==> src/rtl/fetch_stage_if.sv <==
// Instruction-memory request/response bundle between the fetch stage and imem.
interface fetch_stage_if #(
    parameter int unsigned XLEN = 32
);
    logic            imem_req;
    logic [XLEN-1:0] imem_addr;
    logic            imem_rvalid;
    logic [31:0]     imem_rdata;

    // Fetch stage side: issues requests, receives completions.
    modport master (
        output imem_req,
        output imem_addr,
        input  imem_rvalid,
        input  imem_rdata
    );

    // Memory side: accepts requests, returns completions.
    modport slave (
        input  imem_req,
        input  imem_addr,
        output imem_rvalid,
        output imem_rdata
    );
endinterface

==> src/rtl/fetch_stage.sv <==
// Instruction fetch stage with IF/ID pipeline register, wait-state tolerant imem handshake,
// one-entry hold buffer for fetches completed under stall, and redirect handling that lets an
// in-flight request finish before its data is thrown away.
module fetch_stage #(
    parameter int unsigned     XLEN     = 32,
    parameter logic [XLEN-1:0] RESET_PC = '0
) (
    input  logic                clk,
    input  logic                reset,
    input  logic                StallF,
    input  logic                FlushD,
    input  logic                PCSrcE,
    input  logic [XLEN-1:0]     PCTargetE,
    fetch_stage_if.master       imem,
    output logic [XLEN-1:0]     PCF,
    output logic [31:0]         InstrD,
    output logic [XLEN-1:0]     PCD,
    output logic [XLEN-1:0]     PCPlus4D,
    output logic                ValidD
);

    localparam logic [31:0]     Nop        = 32'h0000_0013;
    localparam logic [XLEN-1:0] ResetPcAln = {RESET_PC[XLEN-1:2], 2'b00};
    localparam logic [XLEN-1:0] Four       = XLEN'(4);

    typedef enum logic [1:0] {
        StFetch   = 2'd0,
        StHold    = 2'd1,
        StDiscard = 2'd2
    } state_e;

    state_e          state_q, state_d;
    logic [XLEN-1:0] pc_q, pc_d;
    logic [XLEN-1:0] pend_q, pend_d;
    logic [31:0]     buf_q, buf_d;
    logic [31:0]     instr_q, instr_d;
    logic [XLEN-1:0] pcd_q, pcd_d;
    logic [XLEN-1:0] pcp4d_q, pcp4d_d;
    logic            valid_q, valid_d;

    logic            done;
    logic [XLEN-1:0] target;
    logic [XLEN-1:0] pc_plus4;
    // What the state machine would like IF/ID to do this edge, before flush/stall override.
    logic            ifid_load;
    logic [31:0]     ifid_instr;

    assign target   = {PCTargetE[XLEN-1:2], 2'b00};
    assign pc_plus4 = pc_q + Four;

    // Request outputs: no request in HOLD or while reset is high; DISCARD keeps the old address.
    always_comb begin
        imem.imem_req  = !reset && (state_q != StHold);
        imem.imem_addr = (state_q == StDiscard) ? pend_q : pc_q;
    end

    assign done = imem.imem_req && imem.imem_rvalid;

    // Fetch FSM next-state, PC and buffer updates, plus the requested IF/ID action.
    always_comb begin
        state_d    = state_q;
        pc_d       = pc_q;
        pend_d     = pend_q;
        buf_d      = buf_q;
        ifid_load  = 1'b0;
        ifid_instr = imem.imem_rdata;

        unique case (state_q)
            StFetch: begin
                if (done) begin
                    if (PCSrcE) begin
                        pc_d = target;
                    end else if (FlushD) begin
                        pc_d = pc_q;
                    end else if (StallF) begin
                        buf_d   = imem.imem_rdata;
                        state_d = StHold;
                    end else begin
                        ifid_load = 1'b1;
                        pc_d      = pc_plus4;
                    end
                end else if (PCSrcE) begin
                    // Request still outstanding: must let it complete at its original address.
                    pend_d  = pc_q;
                    pc_d    = target;
                    state_d = StDiscard;
                end
            end
            StHold: begin
                if (PCSrcE) begin
                    pc_d    = target;
                    state_d = StFetch;
                end else if (FlushD) begin
                    state_d = StFetch;
                end else if (!StallF) begin
                    ifid_load  = 1'b1;
                    ifid_instr = buf_q;
                    pc_d       = pc_plus4;
                    state_d    = StFetch;
                end
            end
            StDiscard: begin
                if (PCSrcE) begin
                    pc_d = target;
                end
                if (done) begin
                    state_d = StFetch;
                end
            end
            default: begin
                state_d = StFetch;
            end
        endcase
    end

    // IF/ID next value: flush beats stall beats the state machine's load/bubble.
    always_comb begin
        instr_d = instr_q;
        pcd_d   = pcd_q;
        pcp4d_d = pcp4d_q;
        valid_d = valid_q;
        if (FlushD) begin
            instr_d = Nop;
            valid_d = 1'b0;
        end else if (StallF) begin
            instr_d = instr_q;
        end else if (ifid_load) begin
            instr_d = ifid_instr;
            pcd_d   = pc_q;
            pcp4d_d = pc_plus4;
            valid_d = 1'b1;
        end else begin
            instr_d = Nop;
            valid_d = 1'b0;
        end
    end

    // State registers with synchronous reset; reset also abandons any outstanding request.
    always_ff @(posedge clk) begin
        if (reset) begin
            state_q <= StFetch;
            pc_q    <= ResetPcAln;
            pend_q  <= '0;
            buf_q   <= '0;
            instr_q <= Nop;
            pcd_q   <= '0;
            pcp4d_q <= '0;
            valid_q <= 1'b0;
        end else begin
            state_q <= state_d;
            pc_q    <= pc_d;
            pend_q  <= pend_d;
            buf_q   <= buf_d;
            instr_q <= instr_d;
            pcd_q   <= pcd_d;
            pcp4d_q <= pcp4d_d;
            valid_q <= valid_d;
        end
    end

    assign PCF      = pc_q;
    assign InstrD   = instr_q;
    assign PCD      = pcd_q;
    assign PCPlus4D = pcp4d_q;
    assign ValidD   = valid_q;

endmodule
==> src/flat_wrapper.sv <==
// flat-port wrapper written by rule: the top's interface ports become plain ports
module fetch_stage_flat 
#(
    parameter int unsigned     XLEN     = 32,
    parameter logic [XLEN-1:0] RESET_PC = '0
)
  (clk, reset, StallF, FlushD, PCSrcE, PCTargetE, PCF, InstrD, PCD, PCPlus4D, ValidD, imem_imem_req, imem_imem_addr, imem_imem_rvalid, imem_imem_rdata);
  fetch_stage_if #(.XLEN(XLEN)) imem_i ();
  input  logic clk;
  input  logic reset;
  input  logic StallF;
  input  logic FlushD;
  input  logic PCSrcE;
  input  logic [XLEN-1:0] PCTargetE;
  output logic [XLEN-1:0] PCF;
  output logic [31:0] InstrD;
  output logic [XLEN-1:0] PCD;
  output logic [XLEN-1:0] PCPlus4D;
  output logic ValidD;
  output wire logic [$bits(imem_i.imem_req)-1:0] imem_imem_req;
  output wire logic [$bits(imem_i.imem_addr)-1:0] imem_imem_addr;
  input wire logic [$bits(imem_i.imem_rvalid)-1:0] imem_imem_rvalid;
  input wire logic [$bits(imem_i.imem_rdata)-1:0] imem_imem_rdata;
  assign imem_imem_req = imem_i.imem_req;
  assign imem_imem_addr = imem_i.imem_addr;
  assign imem_i.imem_rvalid = imem_imem_rvalid;
  assign imem_i.imem_rdata = imem_imem_rdata;
  fetch_stage #(.XLEN(XLEN), .RESET_PC(RESET_PC)) u_core (.clk(clk), .reset(reset), .StallF(StallF), .FlushD(FlushD), .PCSrcE(PCSrcE), .PCTargetE(PCTargetE), .imem(imem_i), .PCF(PCF), .InstrD(InstrD), .PCD(PCD), .PCPlus4D(PCPlus4D), .ValidD(ValidD));
endmodule
==> config.mk <==
export PLATFORM = sky130hd
export DESIGN_NAME = fetch_stage_flat
export DESIGN_NICKNAME = d
export VERILOG_FILES = /design/src/rtl/fetch_stage_if.sv /design/src/rtl/fetch_stage.sv /design/src/flat_wrapper.sv
export SDC_FILE = /design/constraint.sdc
export NUM_CORES = 1
export LEC_CHECK = 0
export ABC_CLOCK_PERIOD_IN_PS = 3850
export CAP_MARGIN = 30
export CORE_MARGIN = 4
export CORE_UTILIZATION = 30
export CTS_CLUSTER_SIZE = 10
export DETAILED_ROUTE_END_ITERATION = 8
export SETUP_SLACK_MARGIN = 0.02
export SLEW_MARGIN = 20
export SYNTH_ARGS = -nofsm -noshare
export SYNTH_HDL_FRONTEND = slang
export SYNTH_SLANG_ARGS = --single-unit
==> constraint.sdc <==
create_clock -name clk -period 3.85 [get_ports clk]
set_clock_uncertainty 0.05 [all_clocks]
set_input_delay 0.77 -clock clk [delete_from_list [all_inputs] [get_ports clk]]
set_output_delay 0.77 -clock clk [all_outputs]
set_load 0.01 [all_outputs]
# Word-level counts from Yosys, hierarchy flattened
# Cells that the tools add are included.
op_classes:
  n_reduce_logical: 10
  n_mux: 26
  addsub: 1
  n_eq_ne: 9
  n_bitwise: 4
ops:
  columns: ["operator", "n"]
  rows:
  - ["32-bit 2-to-1 mux", 9]
  - ["32-bit case mux with 3 select lines", 1]
  - ["32-bit by 3-bit adder with 32-bit output (second input constant)", 1]
  - ["2-bit 2-to-1 mux", 9]
  - ["3-bit inequality test (second input constant)", 3]
  - ["2-bit case mux with 3 select lines", 1]
  - ["3-bit AND reduction", 2]
  - ["6-bit AND reduction", 1]
  - ["1-bit 2-to-1 mux", 5]
  - ["5-bit AND reduction", 1]
  - ["2-bit by 1-bit inequality test with 1-bit output (second input constant)", 2]
  - ["4-bit inequality test (second input constant)", 1]
  - ["1-bit inverter", 4]
  - ["3-bit by 2-bit inequality test with 1-bit output (second input constant)", 1]
  - ["3-bit nonzero test", 1]
  - ["2-bit by 1-bit == test with 1-bit output (second input constant)", 1]
  - ["2-bit == test (second input constant)", 1]
  - ["1-bit logical AND", 2]
  - ["2-bit logical NOT", 1]
  - ["1-bit case mux with 2 select lines", 1]
  - ["2-bit OR reduction", 1]
  - ["1-bit logical NOT", 1]
word_totals:
  regBits: 195
  out_inout_bits: 162
  wordCells: 58

# Depth between registers and ports, before layout
logic_depth:
  depth_word: 6
  depth_mapped: 10

# Worst setup path after synthesis
# No wires, ideal clock.
synth_path:
  path_type: "input port to flip-flop"
  from: "in StallF"
  to: "reg u_core.pc_q[26] (netlist: u_core.PCF[26])"
  arrival_time_ns: 2.198
  cell_stages: 6
  slack_ns: 1.523
  setup_ns: 0.079
  path_buffers: 1
  required_time_ns: 3.721
  cell_sequence: "clkbuf_1 or2_2 nor2_1 nand3_1 or4_1 o211ai_1"
synth_between:
  elab_chain_cells: 5
synth_lines:
  columns: ["element", "line", "source"]
  rows:
  - ["from (decl)", "flat_wrapper.sv:11", "input logic StallF;"]
  - ["32-bit 2-to-1 mux (*) (3 in a row)", null, null]
  - ["32-bit 2-to-1 mux", null, null]
  - ["32-bit case mux with 3 select lines (*)", null, null]
  - ["to (signal assigned)", "fetch_stage.sv:142", "pc_q <= ResetPcAln;"]
  - ["to (signal assigned)", "fetch_stage.sv:151", "pc_q <= pc_d;"]
  - ["to (decl)", "fetch_stage.sv:33", "logic [XLEN-1:0] pc_q, pc_d;"]
# Mark *: on every way between the ends. The rest lies on a longest branch, timed or not.
# A chain may end at the register's enable or synchronous reset.

# Final worst setup path
layout_path:
  from: "reg u_core.state_q[0]"
  to: "out imem_imem_addr[17]"
layout_between:
  elab_chain_cells: 2
layout_lines:
  columns: ["element", "line", "source"]
  rows:
  - ["from (decl)", "fetch_stage.sv:32", "state_e state_q, state_d;"]
  - ["from (signal assigned)", "fetch_stage.sv:141", "state_q <= StFetch;"]
  - ["from (signal assigned)", "fetch_stage.sv:150", "state_q <= state_d;"]
  - ["2-bit == test", "fetch_stage.sv:54", "imem.imem_addr = (state_q == StDiscard) ? pend_q : pc_q;"]
  - ["32-bit 2-to-1 mux", "fetch_stage.sv:54", null]
  - ["to (decl)", "flat_wrapper.sv:21", "output wire logic [$bits(imem_i.imem_addr)-1:0] imem_imem_addr;"]
# No other way between the ends.

==> out/metrics.csv <==
stage,metric,value,unit
run_status,outcome,"complete, no violations",
placement,Placer Congestion,0.887,
synthesis,#FFs+latches synth,193,
worst_setup_path,critical path depth,5,
sta,worst-margin pin slew,826,ps
cts,post-cts hold buffer count,0,
placement,placed cells,1694,
synthesis,mux share of post-synthesis cell area,7.61,%
synthesis,cell count after synthesis,1139,
die,DIE WIDTH,184,um
detailed_routing,Initial DRT Pass Iterations,7,
cts,clock root cell,clkbuf_16,
global_routing,largest net degree at the start of global routing,69,
final_layout,multi-input logic area,4860,um2
sta,number of slew-limit violations in the final report,0,
die,Core ar.,30500,um2
worst_setup_path,cells along the critical path,inv_1 -> ha_2 -> buf_12 -> mux2_2 -> clkdlybuf4s50_1,
worst_setup_path,R2R Path End,u_core.PCF[15],
sta,setup_tns,0,ps
final_layout,Reg area,3860,um2
worst_setup_path,reg2reg start,u_core.state_q[0],
placement,placed cell area,11900,um2
global_routing,global-route wire length before repair,49900,um
final_layout,nets,1392,
synthesis,count of cell types in the netlist,68,
worst_setup_path,Reg2Reg Depth,9,
global_routing,vias in the first global route,8578,
detailed_routing,DRC,0,
hold_path,hold crit path type,reg2reg,
power,total power,4.97,mW
cts,clock transition at the registers of the reported paths,80,ps
final_layout,layout cell share with drive strength beyond 1,11.4,%
die,num rows,64,
die,Die H,184,um
worst_setup_path,largest stage delay on the critical path,530,ps
hold_path,Hold Crit Start,u_core.pend_q[3],
final_layout,fill cell count,3017,
die,die area,33700,um2
detailed_routing,Antenna Nets Post-Route,0,
worst_setup_path,CP Capture Type,output port,
synthesis,post-synthesis net count,1214,
synthesis,share of the yosys chip area belonging to registers,41.8,%
sta,fmax,301,MHz
cts,Clock Latency Late Sink,440,ps
final_layout,Area growth syn-to-layout,35.6,%
power,Pwr Density,396,nW/um2
global_routing,initial antenna violation count,4,
synthesis,Post-Synth Simple-Gate Area,21.8,%
cts,clk buf depth,2,
detailed_routing,initial DRC count,650,
cts,# H-tree levels,4,
die,Starting Density,30.3,%
synthesis,Post-Synth Adder-Cell Area,0.677,%
hold_path,WHS Endpoint,u_core.pend_q[3],
synthesis,ys async rst share,0,%
job,total of max-cap violations,0,
detailed_routing,vias,8947,
hold_path,WHS Path Cells,2,
sta,Final Cycle Share,86.4,%
global_routing,total track usage,18.7,%
worst_setup_path,"Worst Path Class, Setup",reg2out,
synthesis,largest family of logic cells by synthesized area,simple AND/OR/NAND/NOR gates,
power,VDD IR max,0.218,mV
synthesis,Mapped Area,9250,um2
synthesis,Synth Area in Compound Gates,19.1,%
cts,Num CTS Buffers,17,
detailed_routing,drt via density,5.18,
detailed_routing,WL per Instance,18.9,um
worst_setup_path,crit start category,flip-flop,
global_routing,total global routing overflow,0,
worst_setup_path,"Req. time, crit path",3030,ps
power,Leak,4.11,nW
sta,"Setup violations, final",0,
sta,RSZ-0062 raised after global routing,false,
worst_setup_path,CP top delay family,buffers and inverters,
final_layout,Finished Layout Cells,1728,
sta,Rel. slew slack,44.8,%
detailed_routing,drt total wl,32600,um
worst_setup_path,CP Data Arrival Time,2510,ps
placement,Detail Placement HPWL,22700,um
final_layout,final core occ,41.1,%
cts,Post-CTS Setup Bufs,0,
placement,count of input and output buffers,229,
cts,CTS tree,built,
worst_setup_path,Buf/Inv on CP,3,
cts,clock sink total,193,
synthesis,"EDFF count, synth",0,
sta,final hold vios,0,
sta,minimum clock period,3330,ps
synthesis,yosys warns,0,
die,# IOs,232,
synthesis,XOR/XNOR share of the synthesized area,3.22,%
final_layout,final instance area,12500,um2
worst_setup_path,reg-to-reg setup timing slack,930,ps
synthesis,"Primary FF master, synth",dfxtp_1,
synthesis,syn avg cell area,8.12,um2
worst_setup_path,Critical Path Fanout Max,24,
cts,CTS resizes,0,
worst_setup_path,Worst path slowest cell,ha_2,
worst max path at each step:
stage	startpoint	end	slack (ps)
4_1_cts	u_core.state_q[0]	imem_imem_addr[15]	470
5_1_grt	u_core.state_q[0]	imem_imem_addr[17]	420
2_1_floorplan	StallF	u_core.PCF[26]	1520
3_5_place_dp	StallF	u_core.PCPlus4D[4]	650
6_report	u_core.state_q[0]	imem_imem_addr[17]	520
3_3_place_gp	StallF	u_core.PCF[26]	730
cell usage in the layout (no fill, tap or decap), types with 6 or more instances in the layout:
cell / netlist / routed
nor3_1: 18 / 18
a21oi_1: 115 / 115
o211ai_1: 7 / 7
nand3_1: 23 / 23
nand4_1: 14 / 14
clkbuf_16: 0 / 17
nor2_1: 97 / 97
a22oi_1: 41 / 41
buf_4: 12 / 37
nand2_1: 236 / 236
a221oi_1: 6 / 6
xnor2_1: 25 / 25
inv_1: 13 / 13
mux2_2: 58 / 58
and2_1: 9 / 9
xor2_1: 9 / 9
clkdlybuf4s50_1: 0 / 228
a211oi_1: 31 / 31
o21ai_0: 19 / 19
nor4_1: 8 / 8
o22ai_1: 10 / 10
and3_1: 6 / 6
dfxtp_1: 193 / 193
per-stage QoR:
step	hold WS (ps)	setup slack, ps
2_1_floorplan	383	1520
4_1_cts	407	468
6_report	405	525
5_1_grt	419	419
3_5_place_dp	396	654
3_3_place_gp	389	734
flip-flops by register name, summed over array words and instances (netlist names):
register / cells
u_core.InstrD: 32
u_core.pend_q: 32
u_core.PCD: 32
u_core.buf_q: 32
u_core.state_q: 2
u_core.ValidD: 1
u_core.PCF: 32
u_core.PCPlus4D: 30
power breakdown:
part	leakage, nW	internal [mW]	switching [mW]
clock	0.308	0.918	0.993
sequential	1.56	2.05	0.100
combinational	2.24	0.420	0.483
Yosys cell counts, types with 6 or more instances:
| master | n | area [um2] |
|---|---|---|
| a211oi_1 | 31 | 233 |
| a21oi_1 | 115 | 576 |
| a221oi_1 | 6 | 52.6 |
| a22oi_1 | 41 | 308 |
| and2_1 | 9 | 56.3 |
| and3_1 | 6 | 37.5 |
| buf_1 | 6 | 22.5 |
| buf_2 | 30 | 150 |
| buf_4 | 12 | 90.1 |
| clkbuf_1 | 60 | 225 |
| dfxtp_1 | 193 | 3860 |
| inv_1 | 13 | 48.8 |
| mux2_2 | 58 | 653 |
| nand2_1 | 236 | 886 |
| nand3_1 | 23 | 115 |
| nand4_1 | 14 | 87.6 |
| nor2_1 | 97 | 364 |
| nor3_1 | 18 | 90.1 |
| nor4_1 | 8 | 50.1 |
| o211ai_1 | 7 | 52.6 |
| o21ai_0 | 19 | 95.1 |
| o22ai_1 | 10 | 62.6 |
| xnor2_1 | 25 | 219 |
| xor2_1 | 9 | 78.8 |
layer usage:
layer,up-vias,GRT usage (%),share of wire [%]
li1,4342,-,-
met1,4267,25.0,44
met2,302,29.9,46
met3,32,4.63,7.2
met4,4,5.42,2.0
met5,-,0,0.080
cells by family (layout without fill, tap and decap cells):
kind of cell	count (synthesis)	in the layout
adder cells (fa/ha/maj)	5	5
XOR/XNOR	34	34
AO/OA/AOI/OAI	275	275
buffers and inverters	122	313
AND/OR/NAND/NOR	447	447
flip-flops	193	193
multiplexers	63	63
other	0	2
worst min-delay path: cells and delay by family (launching register included):
family             cells  cell delay (ps)
and+or+nand+nor        1               50
DFF                    1              310
AOI/OAI and AO/OA      1               50
cell type report:
class | count | share of cell area, %
Clock inverter | 15 | 1.71
Antenna cell | 2 | 0.0399
Tap cell | 396 | 3.95
Sequential cell | 193 | 30.8
Clock buffer | 17 | 3.39
Inverter | 13 | 0.389
Timing Repair Buffer | 268 | 21.0
Multi-Input combinational cell | 824 | 38.8
Note: power is estimated with default switching activity, not from simulation.
